File: src/rtl/mips32_mem_pkg.sv
`default_nettype none
// ============================================================================
// Module   : mips32_mem_pkg
// Purpose  : Shared types and defaults for the MIPS32 unified-memory arbiter.
// Revision : 1.0 - initial release
// ============================================================================
package mips32_mem_pkg;

  typedef enum logic [1:0] {
    OWN_NONE = 2'd0,
    OWN_IF   = 2'd1,
    OWN_LS   = 2'd2,
    OWN_DBG  = 2'd3
  } own_e;

  localparam int AW_DEF = 10;
  localparam int DW_DEF = 32;

endpackage
`default_nettype wire

File: src/rtl/mips32_starve_ctr.sv
`default_nettype none
// ============================================================================
// Module   : mips32_starve_ctr
// Purpose  : Saturating count of consecutive IF denials; o_sat at STARVE_MAX.
// Revision : 1.0 - initial release
// ============================================================================
module mips32_starve_ctr #(
  parameter int STARVE_MAX = 4
) (
  input  logic clk,
  input  logic rst_n,
  input  logic i_inc,
  input  logic i_clr,
  output logic o_sat
);

  localparam int             CW    = $clog2(STARVE_MAX + 1);
  localparam logic [CW-1:0]  c_MAX = CW'(STARVE_MAX);

  logic [CW-1:0] r_cnt;
  logic          w_sat;

  assign w_sat = (r_cnt == c_MAX);
  assign o_sat = w_sat;

  // Clear takes precedence so a grant to IF always restarts the count.
  always_ff @(posedge clk or negedge rst_n) begin
    if (!rst_n) begin
      r_cnt <= '0;
    end else if (i_clr) begin
      r_cnt <= '0;
    end else if (i_inc && !w_sat) begin
      r_cnt <= r_cnt + 1'b1;
    end
  end

endmodule
`default_nettype wire

File: src/rtl/mips32_mem_arbiter.sv
`default_nettype none
// ============================================================================
// Module   : mips32_mem_arbiter
// Purpose  : Single-port memory arbiter for IF / LS (and optional debug port,
//            enabled by defining DBG_PORT_EN). Combinational grant, tagged
//            one-cycle read response.
// Revision : 1.0 - initial release
// ============================================================================
module mips32_mem_arbiter
  import mips32_mem_pkg::*;
#(
  parameter int AW         = AW_DEF,
  parameter int DW         = DW_DEF,
  parameter int STARVE_MAX = 4
) (
  input  logic          clk,
  input  logic          rst_n,
  input  logic          i_halted,
  input  logic          i_if_req,
  input  logic [AW-1:0] i_if_addr,
  output logic          o_if_gnt,
  output logic          o_if_rvalid,
  output logic [DW-1:0] o_if_rdata,
  input  logic          i_ls_req,
  input  logic          i_ls_we,
  input  logic [AW-1:0] i_ls_addr,
  input  logic [DW-1:0] i_ls_wdata,
  output logic          o_ls_gnt,
  output logic          o_ls_rvalid,
  output logic [DW-1:0] o_ls_rdata,
`ifdef DBG_PORT_EN
  input  logic          i_dbg_req,
  input  logic          i_dbg_we,
  input  logic [AW-1:0] i_dbg_addr,
  input  logic [DW-1:0] i_dbg_wdata,
  output logic          o_dbg_gnt,
  output logic          o_dbg_rvalid,
  output logic [DW-1:0] o_dbg_rdata,
`endif
  output logic          o_mem_en,
  output logic          o_mem_we,
  output logic [AW-1:0] o_mem_addr,
  output logic [DW-1:0] o_mem_wdata,
  input  logic [DW-1:0] i_mem_rdata
);

  logic w_if_elig;
  logic w_ls_elig;
  logic w_sat;
  logic w_dbg_gnt;
  logic w_if_gnt;
  logic w_ls_gnt;
  own_e w_owner_nxt;
  own_e r_resp_owner;

  // Grants are masked by rst_n so every output reads 0 while reset is held.
`ifdef DBG_PORT_EN
  assign w_dbg_gnt = rst_n & i_dbg_req;
`else
  assign w_dbg_gnt = 1'b0;
`endif

  assign w_if_elig = rst_n & i_if_req & ~i_halted;
  assign w_ls_elig = rst_n & i_ls_req;
  assign w_if_gnt  = ~w_dbg_gnt & w_if_elig & (~w_ls_elig | w_sat);
  assign w_ls_gnt  = ~w_dbg_gnt & w_ls_elig & ~w_if_gnt;

  assign o_if_gnt  = w_if_gnt;
  assign o_ls_gnt  = w_ls_gnt;

  // A debug grant neither increments nor clears the count: IF keeps its place.
  mips32_starve_ctr #(
    .STARVE_MAX (STARVE_MAX)
  ) u_starve_ctr (
    .clk   (clk),
    .rst_n (rst_n),
    .i_inc (w_if_elig & w_ls_gnt),
    .i_clr (w_if_gnt | ~w_if_elig),
    .o_sat (w_sat)
  );

  always_comb begin
    o_mem_en    = 1'b0;
    o_mem_we    = 1'b0;
    o_mem_addr  = '0;
    o_mem_wdata = '0;
    w_owner_nxt = OWN_NONE;
`ifdef DBG_PORT_EN
    if (w_dbg_gnt) begin
      o_mem_en    = 1'b1;
      o_mem_we    = i_dbg_we;
      o_mem_addr  = i_dbg_addr;
      o_mem_wdata = i_dbg_we ? i_dbg_wdata : '0;
      w_owner_nxt = i_dbg_we ? OWN_NONE : OWN_DBG;
    end else
`endif
    if (w_if_gnt) begin
      o_mem_en    = 1'b1;
      o_mem_addr  = i_if_addr;
      w_owner_nxt = OWN_IF;
    end else if (w_ls_gnt) begin
      o_mem_en    = 1'b1;
      o_mem_we    = i_ls_we;
      o_mem_addr  = i_ls_addr;
      o_mem_wdata = i_ls_we ? i_ls_wdata : '0;
      w_owner_nxt = i_ls_we ? OWN_NONE : OWN_LS;
    end
  end

  always_ff @(posedge clk or negedge rst_n) begin
    if (!rst_n) begin
      r_resp_owner <= OWN_NONE;
    end else begin
      r_resp_owner <= w_owner_nxt;
    end
  end

  assign o_if_rvalid = (r_resp_owner == OWN_IF);
  assign o_ls_rvalid = (r_resp_owner == OWN_LS);
  assign o_if_rdata  = o_if_rvalid ? i_mem_rdata : '0;
  assign o_ls_rdata  = o_ls_rvalid ? i_mem_rdata : '0;

`ifdef DBG_PORT_EN
  assign o_dbg_gnt    = w_dbg_gnt;
  assign o_dbg_rvalid = (r_resp_owner == OWN_DBG);
  assign o_dbg_rdata  = o_dbg_rvalid ? i_mem_rdata : '0;
`endif

endmodule
`default_nettype wire

File: config.mk
export PLATFORM = sky130hd
export DESIGN_NAME = mips32_mem_arbiter
export DESIGN_NICKNAME = d
export VERILOG_FILES = /design/src/rtl/mips32_mem_pkg.sv /design/src/rtl/mips32_starve_ctr.sv /design/src/rtl/mips32_mem_arbiter.sv
export SDC_FILE = /design/constraint.sdc
export NUM_CORES = 1
export LEC_CHECK = 0
export ABC_AREA = 1
export BUFFER_PORTS_ARGS = -buffer_cell sky130_fd_sc_hd__clkbuf_2
export CELL_PAD_IN_SITES_DETAIL_PLACEMENT = 0
export CELL_PAD_IN_SITES_GLOBAL_PLACEMENT = 1
export CORE_UTILIZATION = 15
export CTS_BUF_LIST = sky130_fd_sc_hd__clkbuf_4 sky130_fd_sc_hd__clkbuf_8
export CTS_CLUSTER_DIAMETER = 150
export DETAILED_ROUTE_END_ITERATION = 7
export PLACE_DENSITY = 0.95
export SETUP_SLACK_MARGIN = 0.4
export SLEW_MARGIN = 0
export SYNTH_ARGS = -nofsm -noshare
export SYNTH_HDL_FRONTEND = slang
export SYNTH_HIERARCHICAL = 1
export SYNTH_SLANG_ARGS = --single-unit
File: constraint.sdc
create_clock -name clk -period 2.45 [get_ports clk]
set_clock_uncertainty 0.15 [all_clocks]
set_input_delay 0.1225 -clock clk [delete_from_list [all_inputs] [get_ports clk]]
set_output_delay 0.1225 -clock clk [all_outputs]
set_load 0.02 [all_outputs]
[Word-level counts from Yosys, hierarchy flattened]
Cells that the tools add are included.
Word-level totals
  register bits: 5
  input port bits: 90
Cells by class
  add/sub/neg operators: 1
  equal/unequal tests: 3
  multiplexer cells: 16
  bitwise logic cells: 12
  reduce and logical (&&, ||, !) cells: 3
Operators with widths (count)
  $mux W32: 5
  $mux W10: 2
  $and A1 B1 Y1: 6
  $mux W2: 3
  $mux W3: 2
  $mux W1: 4
  $not A1 Y1: 4
  $add A3 B1 Y3 const B: 1
  $eq A3 B3 Y1 const B: 1
  $eq A2 B1 Y1 const B: 1
  $eq A2 B2 Y1 const B: 1
  $or A1 B1 Y1: 2
  $reduce_bool A2 Y1: 1
  $logic_and A1 B1 Y1: 1
  $logic_not A1 Y1: 1

[Depth between registers and ports, before layout]
Gate-level depths: netlist of run 1.
  word-level depth: 10
  depth in mapped cells: 12
  depth with buffers taken out: 12

[By module]
Netlist of run 1, hierarchy kept.
Modules (own cells, without submodules)
  mips32_mem_arbiter: instances 1, cells each 231, area an instance 980.9 um^2
  mips32_starve_ctr: instances 1, cells each 25, area an instance 185.2 um^2

[Least setup slack after synthesis of run 1]
No wires, ideal clock.
  kind: reg-to-output
  from: register u_starve_ctr.r_cnt[0]
  to: output port o_mem_wdata[22]
  arrival time: 1.472 ns
  path slack: 0.705 ns
  cell stages (with the launch flop): 11
  path through: dfrtp_1 > inv_1 > ha_1 > nand2_2 > inv_1 > inv_1 > nand3_1 > nand2_2 > nand2_4 > buf_6 > nor2_1
Between the ends
  cells in the longest elaborated chain, start to end: 7
RTL lines
  start, declared: RTL line mips32_starve_ctr.sv:20  | logic [CW-1:0] r_cnt;
  start signal, assigned: RTL line mips32_starve_ctr.sv:33  | r_cnt <= r_cnt + 1'b1;
  $eq A3 B3 Y1 *: RTL line mips32_starve_ctr.sv:23  | assign w_sat = (r_cnt == c_MAX);
  net w_sat: RTL line mips32_mem_arbiter.sv:49  | logic w_sat;
  $or A1 B1 Y1 *: RTL line mips32_mem_arbiter.sv:65  | assign w_if_gnt = ~w_dbg_gnt & w_if_elig & (~w_ls_elig | w_sat);
  $and A1 B1 Y1 *: RTL line mips32_mem_arbiter.sv:65
  $not A1 Y1: RTL line mips32_mem_arbiter.sv:66  | assign w_ls_gnt = ~w_dbg_gnt & w_ls_elig & ~w_if_gnt;
  $and A1 B1 Y1: RTL line mips32_mem_arbiter.sv:66
  $mux W32: RTL line mips32_mem_arbiter.sv:101  | end else if (w_ls_gnt) begin
  $mux W32 *: RTL line mips32_mem_arbiter.sv:97  | if (w_if_gnt) begin
  end, declared: RTL line mips32_mem_arbiter.sv:43  | output logic [DW-1:0] o_mem_wdata,
The timed path passes the listed nets; every way through them passes the cells marked *.

[Final worst setup path of run 1]
  from: register u_starve_ctr.r_cnt[0]
  to: output port o_mem_addr[9]
Between the ends
  cells in the longest elaborated chain, start to end: 7
RTL lines
  $eq A3 B3 Y1 *: RTL line mips32_starve_ctr.sv:23
  net w_sat: RTL line mips32_mem_arbiter.sv:49
  $or A1 B1 Y1 *: RTL line mips32_mem_arbiter.sv:65
  $and A1 B1 Y1 *: RTL line mips32_mem_arbiter.sv:65
  $not A1 Y1: RTL line mips32_mem_arbiter.sv:66
  $and A1 B1 Y1: RTL line mips32_mem_arbiter.sv:66
  $mux W10: RTL line mips32_mem_arbiter.sv:101
  $mux W10 *: RTL line mips32_mem_arbiter.sv:97
  end, declared: RTL line mips32_mem_arbiter.sv:42  | output logic [AW-1:0] o_mem_addr,
Marked as above.

==> impl_metrics.ini, run 1 <==
[run_status]
outcome = complete, no violations

[floorplan]
die_area_um2 = 8130
std_cell_rows = 31
initial_core_util_pct = 15.8
core-area_um2 = 7370
boundary_pin_count = 202
die_width_um = 90.2
die_y_um = 90.2

[timing]
setup_slack_ns = 0.466
report.final.slew_viol_count = 0
rsz0062_at_grt = true
hold_slack_ns = 0.241
fin_setup_tns_ns = 0
max_clock_freq_mhz = 504
setup_viol_count_final = 0
hold_viol_final = 0
period_minus_slack_ns = 1.98
post-route-period-util_pct = 81.0
tightestPinTransition_ns = 0.733
max-slew-margin-rel_pct = 51.0

[synth]
ys_types = 13
yosys_register_bits = 5
seq_area_frac_synth_pct = 10.7
ys.warnings.count = 6
synth.net_count = 348
synthCells = 256
post_synth_instance_area_um2 = 1170
avgSynthCellArea_um2 = 4.56

[worst_setup_path]
r2r_end = u_starve_ctr/r_cnt[1]
crit_path_top_delay_cell = sky130_fd_sc_hd__dfrtp_1
crit_path_cell_trace = inv_1 -> ha_2 -> nand2_2 -> inv_2 -> inv_2 -> nand3_4 -> nand2_8 -> buf_4 -> nand3_1 -> nand2_1 -> buf_2
cp_max_fanout = 6
worst_flop_to_flop_path_startpoint = u_starve_ctr/r_cnt[0]
r2r_setup_slack_ns = 0.61
end_kind = output port
data_arrival_at_the_endpoint_of_the_critical_path_ns = 1.71
critical_path.startpoint_type = flip-flop
cpPeakStageDelay_ns = 0.33
r2r.worst_path.cells = 12
cp_common_cell = sky130_fd_sc_hd__inv_2
worstPathRequired_ns = 2.18
timing.setup.critical_path_class = reg -> out

[final_layout]
fillers = 836
storage_cell_area_um2 = 125
antennaDiodeCount = 0
area_growth_syn_to_layout_pct = 113
post_route_cells_drive_above_1_share_pct = 50.9
multi_input_area_um2 = 861
postLayoutCellArea_um2 = 2480
final_core_utilization_pct = 33.7
mostFrequentLayoutCell = sky130_fd_sc_hd__clkbuf_2
num-nets-final = 553
layout_common_cells = sky130_fd_sc_hd__clkbuf_2, sky130_fd_sc_hd__nor2_1, sky130_fd_sc_hd__nand2_1

[worst_hold_path]
hold_class = in -> reg
hold_path_startpoint = i_if_req
hold-path-endpoint = u_starve_ctr/r_cnt[0]
hold_depth = 5

[global_routing]
vias_in_the_first_global_route = 2015
grt_start_max_net_pins = 35
overflow_left_after_global_routing = 0
grt_first_pass_wirelength_mm = 9.35
grt_util_all_layers_pct = 14.2
antenna_found_initial = 0

[run]
maxCapViolCount = 0

[clock_network]
clock-root-buffer = sky130_fd_sc_hd__clkbuf_8
clkSlewWorstSetupHoldPaths_ns = 0.04
ctsLongestPathBuffers = 2
cts_max_level = 1
numClockSinks = 5
cts_tree = built
cts_made_buffers = 3
clk_lat_worst_skew_ns = 0.22

[place]
preCtsSetupSlack_ns = 0.396
place_area_um2 = 2220
portBuffers = 201
dpl.hpwl_mm = 5.07
routabilityCongestion = 0.760

[drt]
total_via_count_in_the_routed_design = 2227
drt-pass1-iter-count = 4
vias_per_cell = 3.98
drt_wl_total_mm = 6.39
route.antenna.remaining_nets = 0
detail_route.drc_violations = 0
drt-initial-drc-count = 51
post_drt_wl_per_cell_um = 11.4

[power_and_ir_drop]
power.leakage_nw = 1.72
total_power_divided_by_cell_area_nw_per_um2 = 230
ir_worst_vdd_mv = 0.131
[layer usage]
layer  vias up  wire length (µm)  track usage [%]
li1       1146                 -                -
met1       944              2480             15.5
met2       131              3460             28.1
met3         6               406             2.12
met4         0                53             3.90
met5         -                 0                0
[final cells by class]
class                           count  share of cell area (%)
Clock buffer                        3                    1.66
Clock inverter                      1                   0.202
Inverter                           47                    7.26
Multi-Input combinational cell    189                    34.7
Sequential cell                     5                    5.04
Tap cell                           99                    4.99
Timing Repair Buffer              214                    45.9
Timing Repair inverter              1                   0.302
[repair_timing]
item | in CTS | in global routing
buffers inserted | 4 | 5
cloned | 1 | 2
hold buffers | 1 | 0
gates resized for setup | 5 | 39
pin swaps | 1 | 5
hold endpoints to repair | 5 | 0
endpoints found under the setup margin | 35 | 78
[critical path, delay by kind of cell (launching register included)]
kind / cells / cell delay, ns
fa+ha+maj: 1 / 0.20
flops: 1 / 0.33
buf+inv: 5 / 0.46
simple gates: 5 / 0.50
[registers in the layout, summed over array words and instances, names as in the netlist]
name and flops:
u_starve_ctr/r_cnt 3, r_resp_owner 2
[cells in the mapped netlist]
| cell type | number | area, µm² |
|---|---|---|
| sky130_fd_sc_hd__nor2_1 | 104 | 390 |
| sky130_fd_sc_hd__nand2_1 | 52 | 195 |
| sky130_fd_sc_hd__inv_1 | 47 | 176 |
| sky130_fd_sc_hd__nand3_1 | 23 | 115 |
| sky130_fd_sc_hd__buf_2 | 7 | 35.0 |
| sky130_fd_sc_hd__clkbuf_1 | 7 | 26.3 |
| sky130_fd_sc_hd__dfrtp_1 | 5 | 125 |
| sky130_fd_sc_hd__buf_6 | 3 | 33.8 |
| sky130_fd_sc_hd__ha_1 | 2 | 25.0 |
| sky130_fd_sc_hd__nand2_2 | 2 | 12.5 |
| sky130_fd_sc_hd__nand4_1 | 2 | 12.5 |
| sky130_fd_sc_hd__nand2_4 | 1 | 11.3 |
| sky130_fd_sc_hd__nand3b_1 | 1 | 7.51 |
[report_power, final]
group	total [mW]	internal, mW	switching, mW
clock network	0.152	0.109	0.0428
registers	0.0849	0.0843	0.000600
logic	0.334	0.129	0.206
total	0.571	0.322	0.249
[per-stage QoR]
step | std cells | total power [mW]
2_1_floorplan | 256 | 0.254
3_5_place_dp | 542 | 0.392
6_report | 559 | 0.571
3_3_place_gp | 542 | 0.389
4_1_cts | 552 | 0.560
5_1_grt | 559 | 0.617
[worst max path at each step]
stage                                from               to  slack (ns)  cells past startpoint
floorplan           u_starve_ctr/r_cnt[0]  o_mem_wdata[22]        0.71                     10
global placement    u_starve_ctr/r_cnt[0]  o_mem_wdata[25]        0.49                     10
detailed placement  u_starve_ctr/r_cnt[0]   o_mem_wdata[0]        0.40                     10
CTS                 u_starve_ctr/r_cnt[1]    o_mem_addr[8]        0.43                     11
global route        u_starve_ctr/r_cnt[1]    o_mem_addr[8]        0.35                     11
finish              u_starve_ctr/r_cnt[0]    o_mem_addr[9]        0.47                     11
[cell families after synthesis]
kind of cell / after synthesis / synth area share (%)
adders and majority gates: 2 / 2.15
buffers and inverters: 64 / 23.3
DFF: 5 / 10.7
and+or+nand+nor: 185 / 63.8
Power figures use the tool's default switching activity.
==> run 2: changes to the inputs <==
Settings changed: CORE_UTILIZATION 15 to 14, PLACE_DENSITY 0.95 to 0.94.
Clock period 2.45 ns to 1.97 ns, I/O delays scaled along.
==> run 2 against run 1 <==
Effect of this change: the flow now finishes with violations (setup timing); sequential power increased by 24%; core utilization increased by 11 points; combinational power increased by 79%; clock power increased by 36%; global-route usage increased by 1.5 points; critical path depth increased by 1; total power increased by 60%; die area increased by 7.0%; critical path type unchanged.
==> impl_metrics.ini, run 2 (synthesized netlist as in run 1, its figures left out) <==
[final_layout]
area_growth_syn_to_layout_pct = 200
post_route_cells_drive_above_1_share_pct = 65.1
largest_register_ffs = 3
storage_cell_area_um2 = 125
multi_input_area_um2 = 1170
finalNonFillerCells = 572
layout_common_cells = sky130_fd_sc_hd__clkbuf_2, sky130_fd_sc_hd__nor2_1, sky130_fd_sc_hd__nand2_1
mostFrequentLayoutCell = sky130_fd_sc_hd__clkbuf_2
antennaDiodeCount = 0
reg.largest.list = u_starve_ctr/r_cnt x3, r_resp_owner x2
final_core_utilization_pct = 44.3
registers.top_by_ff_count = u_starve_ctr/r_cnt
num-nets-final = 563
fillers = 778

[clock_network]
clock-root-buffer = sky130_fd_sc_hd__clkbuf_8
clk_lat_worst_skew_ns = 0.22
ctsLongestPathBuffers = 2
cts_made_buffers = 3
numClockSinks = 5
cts_max_level = 1
clkSlewWorstSetupHoldPaths_ns = 0.04
cts_tree = built

[timing]
hold_viol_final = 0
max_clock_freq_mhz = 500
rsz0062_at_grt = true
report.final.slew_viol_count = 0
max-slew-margin-rel_pct = 58.9
setup_slack_ns = -0.0297
post-route-period-util_pct = 102
tightestPinTransition_ns = 0.616
setup_viol_count_final = 13
period_minus_slack_ns = 2.00

[floorplan]
boundary_pin_count = 202
die_area_um2 = 8700
die_width_um = 93.3
std_cell_rows = 32
initial_core_util_pct = 14.8
die_y_um = 93.3
core-area_um2 = 7890

[worst_setup_path]
cp_max_fanout = 6
end_kind = output port
data_arrival_at_the_endpoint_of_the_critical_path_ns = 1.75
cpPeakStageDelay_ns = 0.38
timing.setup.critical_path_class = reg -> out
crit_path_cell_trace = inv_2 -> ha_4 -> nand2_4 -> inv_2 -> inv_2 -> nand3_4 -> nand2_4 -> nand2_8 -> buf_12 -> buf_16 -> nor2_4 -> buf_8
r2r_setup_slack_ns = 0.27
crit_path_top_delay_cell = sky130_fd_sc_hd__dfrtp_1
crit_family = buffers and inverters
worstPathRequired_ns = 1.72
cp_common_cell = sky130_fd_sc_hd__inv_2
critical_path.startpoint_type = flip-flop
cp_num_buf_inv = 6

[power_and_ir_drop]
ir_worst_vdd_mv = 0.153
power.leakage_nw = 1.97
total_power_divided_by_cell_area_nw_per_um2 = 261

[global_routing]
grt_util_all_layers_pct = 15.8
vias_in_the_first_global_route = 2262
grt_start_max_net_pins = 35
grt_first_pass_wirelength_mm = 10.6
antenna_found_initial = 0
overflow_left_after_global_routing = 0

[run_status]
failed_checks = setup timing
outcome = complete, but fails checks

[drt]
drt-initial-drc-count = 51
vias_per_cell = 4.11
drt-pass1-iter-count = 4
total_via_count_in_the_routed_design = 2352
route.antenna.remaining_nets = 0
post_drt_wl_per_cell_um = 12.9
detail_route.drc_violations = 0
drt_wl_total_mm = 7.36

[place]
portBuffers = 201
dpl.cell_count = 550
dpl.hpwl_mm = 5.21
routabilityCongestion = 0.778

[run]
maxCapViolCount = 0

[worst_hold_path]
hold_class = in -> async
## run 2: changes by cell type in the layout (fill, tap and decap cells not counted), moves of 6 or more
cell,previous run,this run
sky130_fd_sc_hd__buf_4,15,26
sky130_fd_sc_hd__clkbuf_8,3,11
sky130_fd_sc_hd__buf_8,0,37
sky130_fd_sc_hd__buf_12,0,6
sky130_fd_sc_hd__nor2_2,4,11
sky130_fd_sc_hd__nand2_2,1,9
sky130_fd_sc_hd__nor2_4,1,34
sky130_fd_sc_hd__nor2_1,99,59
sky130_fd_sc_hd__nand3_2,1,10
sky130_fd_sc_hd__nand2_1,52,43
sky130_fd_sc_hd__nand3_1,21,12
sky130_fd_sc_hd__clkbuf_2,186,135
## run 2: worst paths after layout
| kind | cells after the start | endpoint | start |
|---|---|---|---|
| worst max register to register | 12 | r_resp_owner[1] | u_starve_ctr/r_cnt[0] |
| worst min-delay path | 2 | u_starve_ctr/r_cnt[2] | rst_n |
| min in group clk | 5 | u_starve_ctr/r_cnt[1] | i_if_req |
| max in group asynchronous | 2 | r_resp_owner[0] | rst_n |
| worst min register to register | 2 | u_starve_ctr/r_cnt[2] | u_starve_ctr/r_cnt[2] |
| worst max-delay path | 12 | o_mem_wdata[9] | u_starve_ctr/r_cnt[0] |
## run 2: layout make-up
class                      count  area share (%)
tap                          102            3.65
sequential                     5            3.58
inverter                      47            5.19
multi-input combinational    187            33.4
timing repair buffer         227            52.8
clock buffer                   4            1.40
## run 2: report_power, final
| group | switching, mW | internal, mW | leakage (nW) |
|---|---|---|---|
| Sequential | 0.000642 | 0.105 | 0.0690 |
| Combinational | 0.324 | 0.275 | 1.87 |
| Clock | 0.0537 | 0.153 | 0.0262 |
| Total | 0.378 | 0.533 | 1.97 |
## run 2: worst reg2reg max path, cell delays in order, from the launching register on
cell                      delay (ns)
sky130_fd_sc_hd__dfrtp_1        0.38
sky130_fd_sc_hd__inv_2          0.07
sky130_fd_sc_hd__ha_4           0.17
sky130_fd_sc_hd__nand2_4        0.06
sky130_fd_sc_hd__inv_2          0.03
sky130_fd_sc_hd__inv_2          0.06
sky130_fd_sc_hd__nand3_4        0.07
sky130_fd_sc_hd__nand2_4        0.09
sky130_fd_sc_hd__nand2_8        0.07
sky130_fd_sc_hd__buf_12         0.14
sky130_fd_sc_hd__buf_16         0.14
sky130_fd_sc_hd__buf_6          0.11
sky130_fd_sc_hd__nor2_1         0.07
## run 2: through the flow
| stage | hold WS [ns] | power [mW] | setup slack (ns) | TNS, ns | cell area [µm²] |
|---|---|---|---|---|---|
| after global placement | -0.187 | 0.544 | 0.194 | 0 | 2540 |
| after CTS | 0.210 | 0.877 | -0.0209 | -0.234 | 3310 |
| after global routing | 0.262 | 0.974 | -0.107 | -2.89 | 3500 |
| after floorplan | -0.347 | 0.371 | 0.376 | 0 | 1440 |
| after detailed placement | -0.183 | 0.548 | 0.158 | 0 | 2540 |
| final | 0.218 | 0.911 | -0.0297 | -0.183 | 3500 |
## run 2: what timing repair did
action | CTS | global route
buffers inserted | 8 | 5
endpoints found under the setup margin | 65 | 83
gates resized for setup | 123 | 95
endpoints found under the hold margin | 5 | 0
gates cloned | 4 | 0
hold buffers | 1 | 0
pin swaps | 6 | 9
## run 2: routing by layer
metal | up-vias | global-route usage, % | share of wire (%)
li1 | 1167 | - | -
met1 | 1033 | 15.4 | 35
met2 | 144 | 32.7 | 55
met3 | 8 | 3.01 | 8.7
met4 | 0 | 4.62 | 1.3
met5 | - | 0 | 0
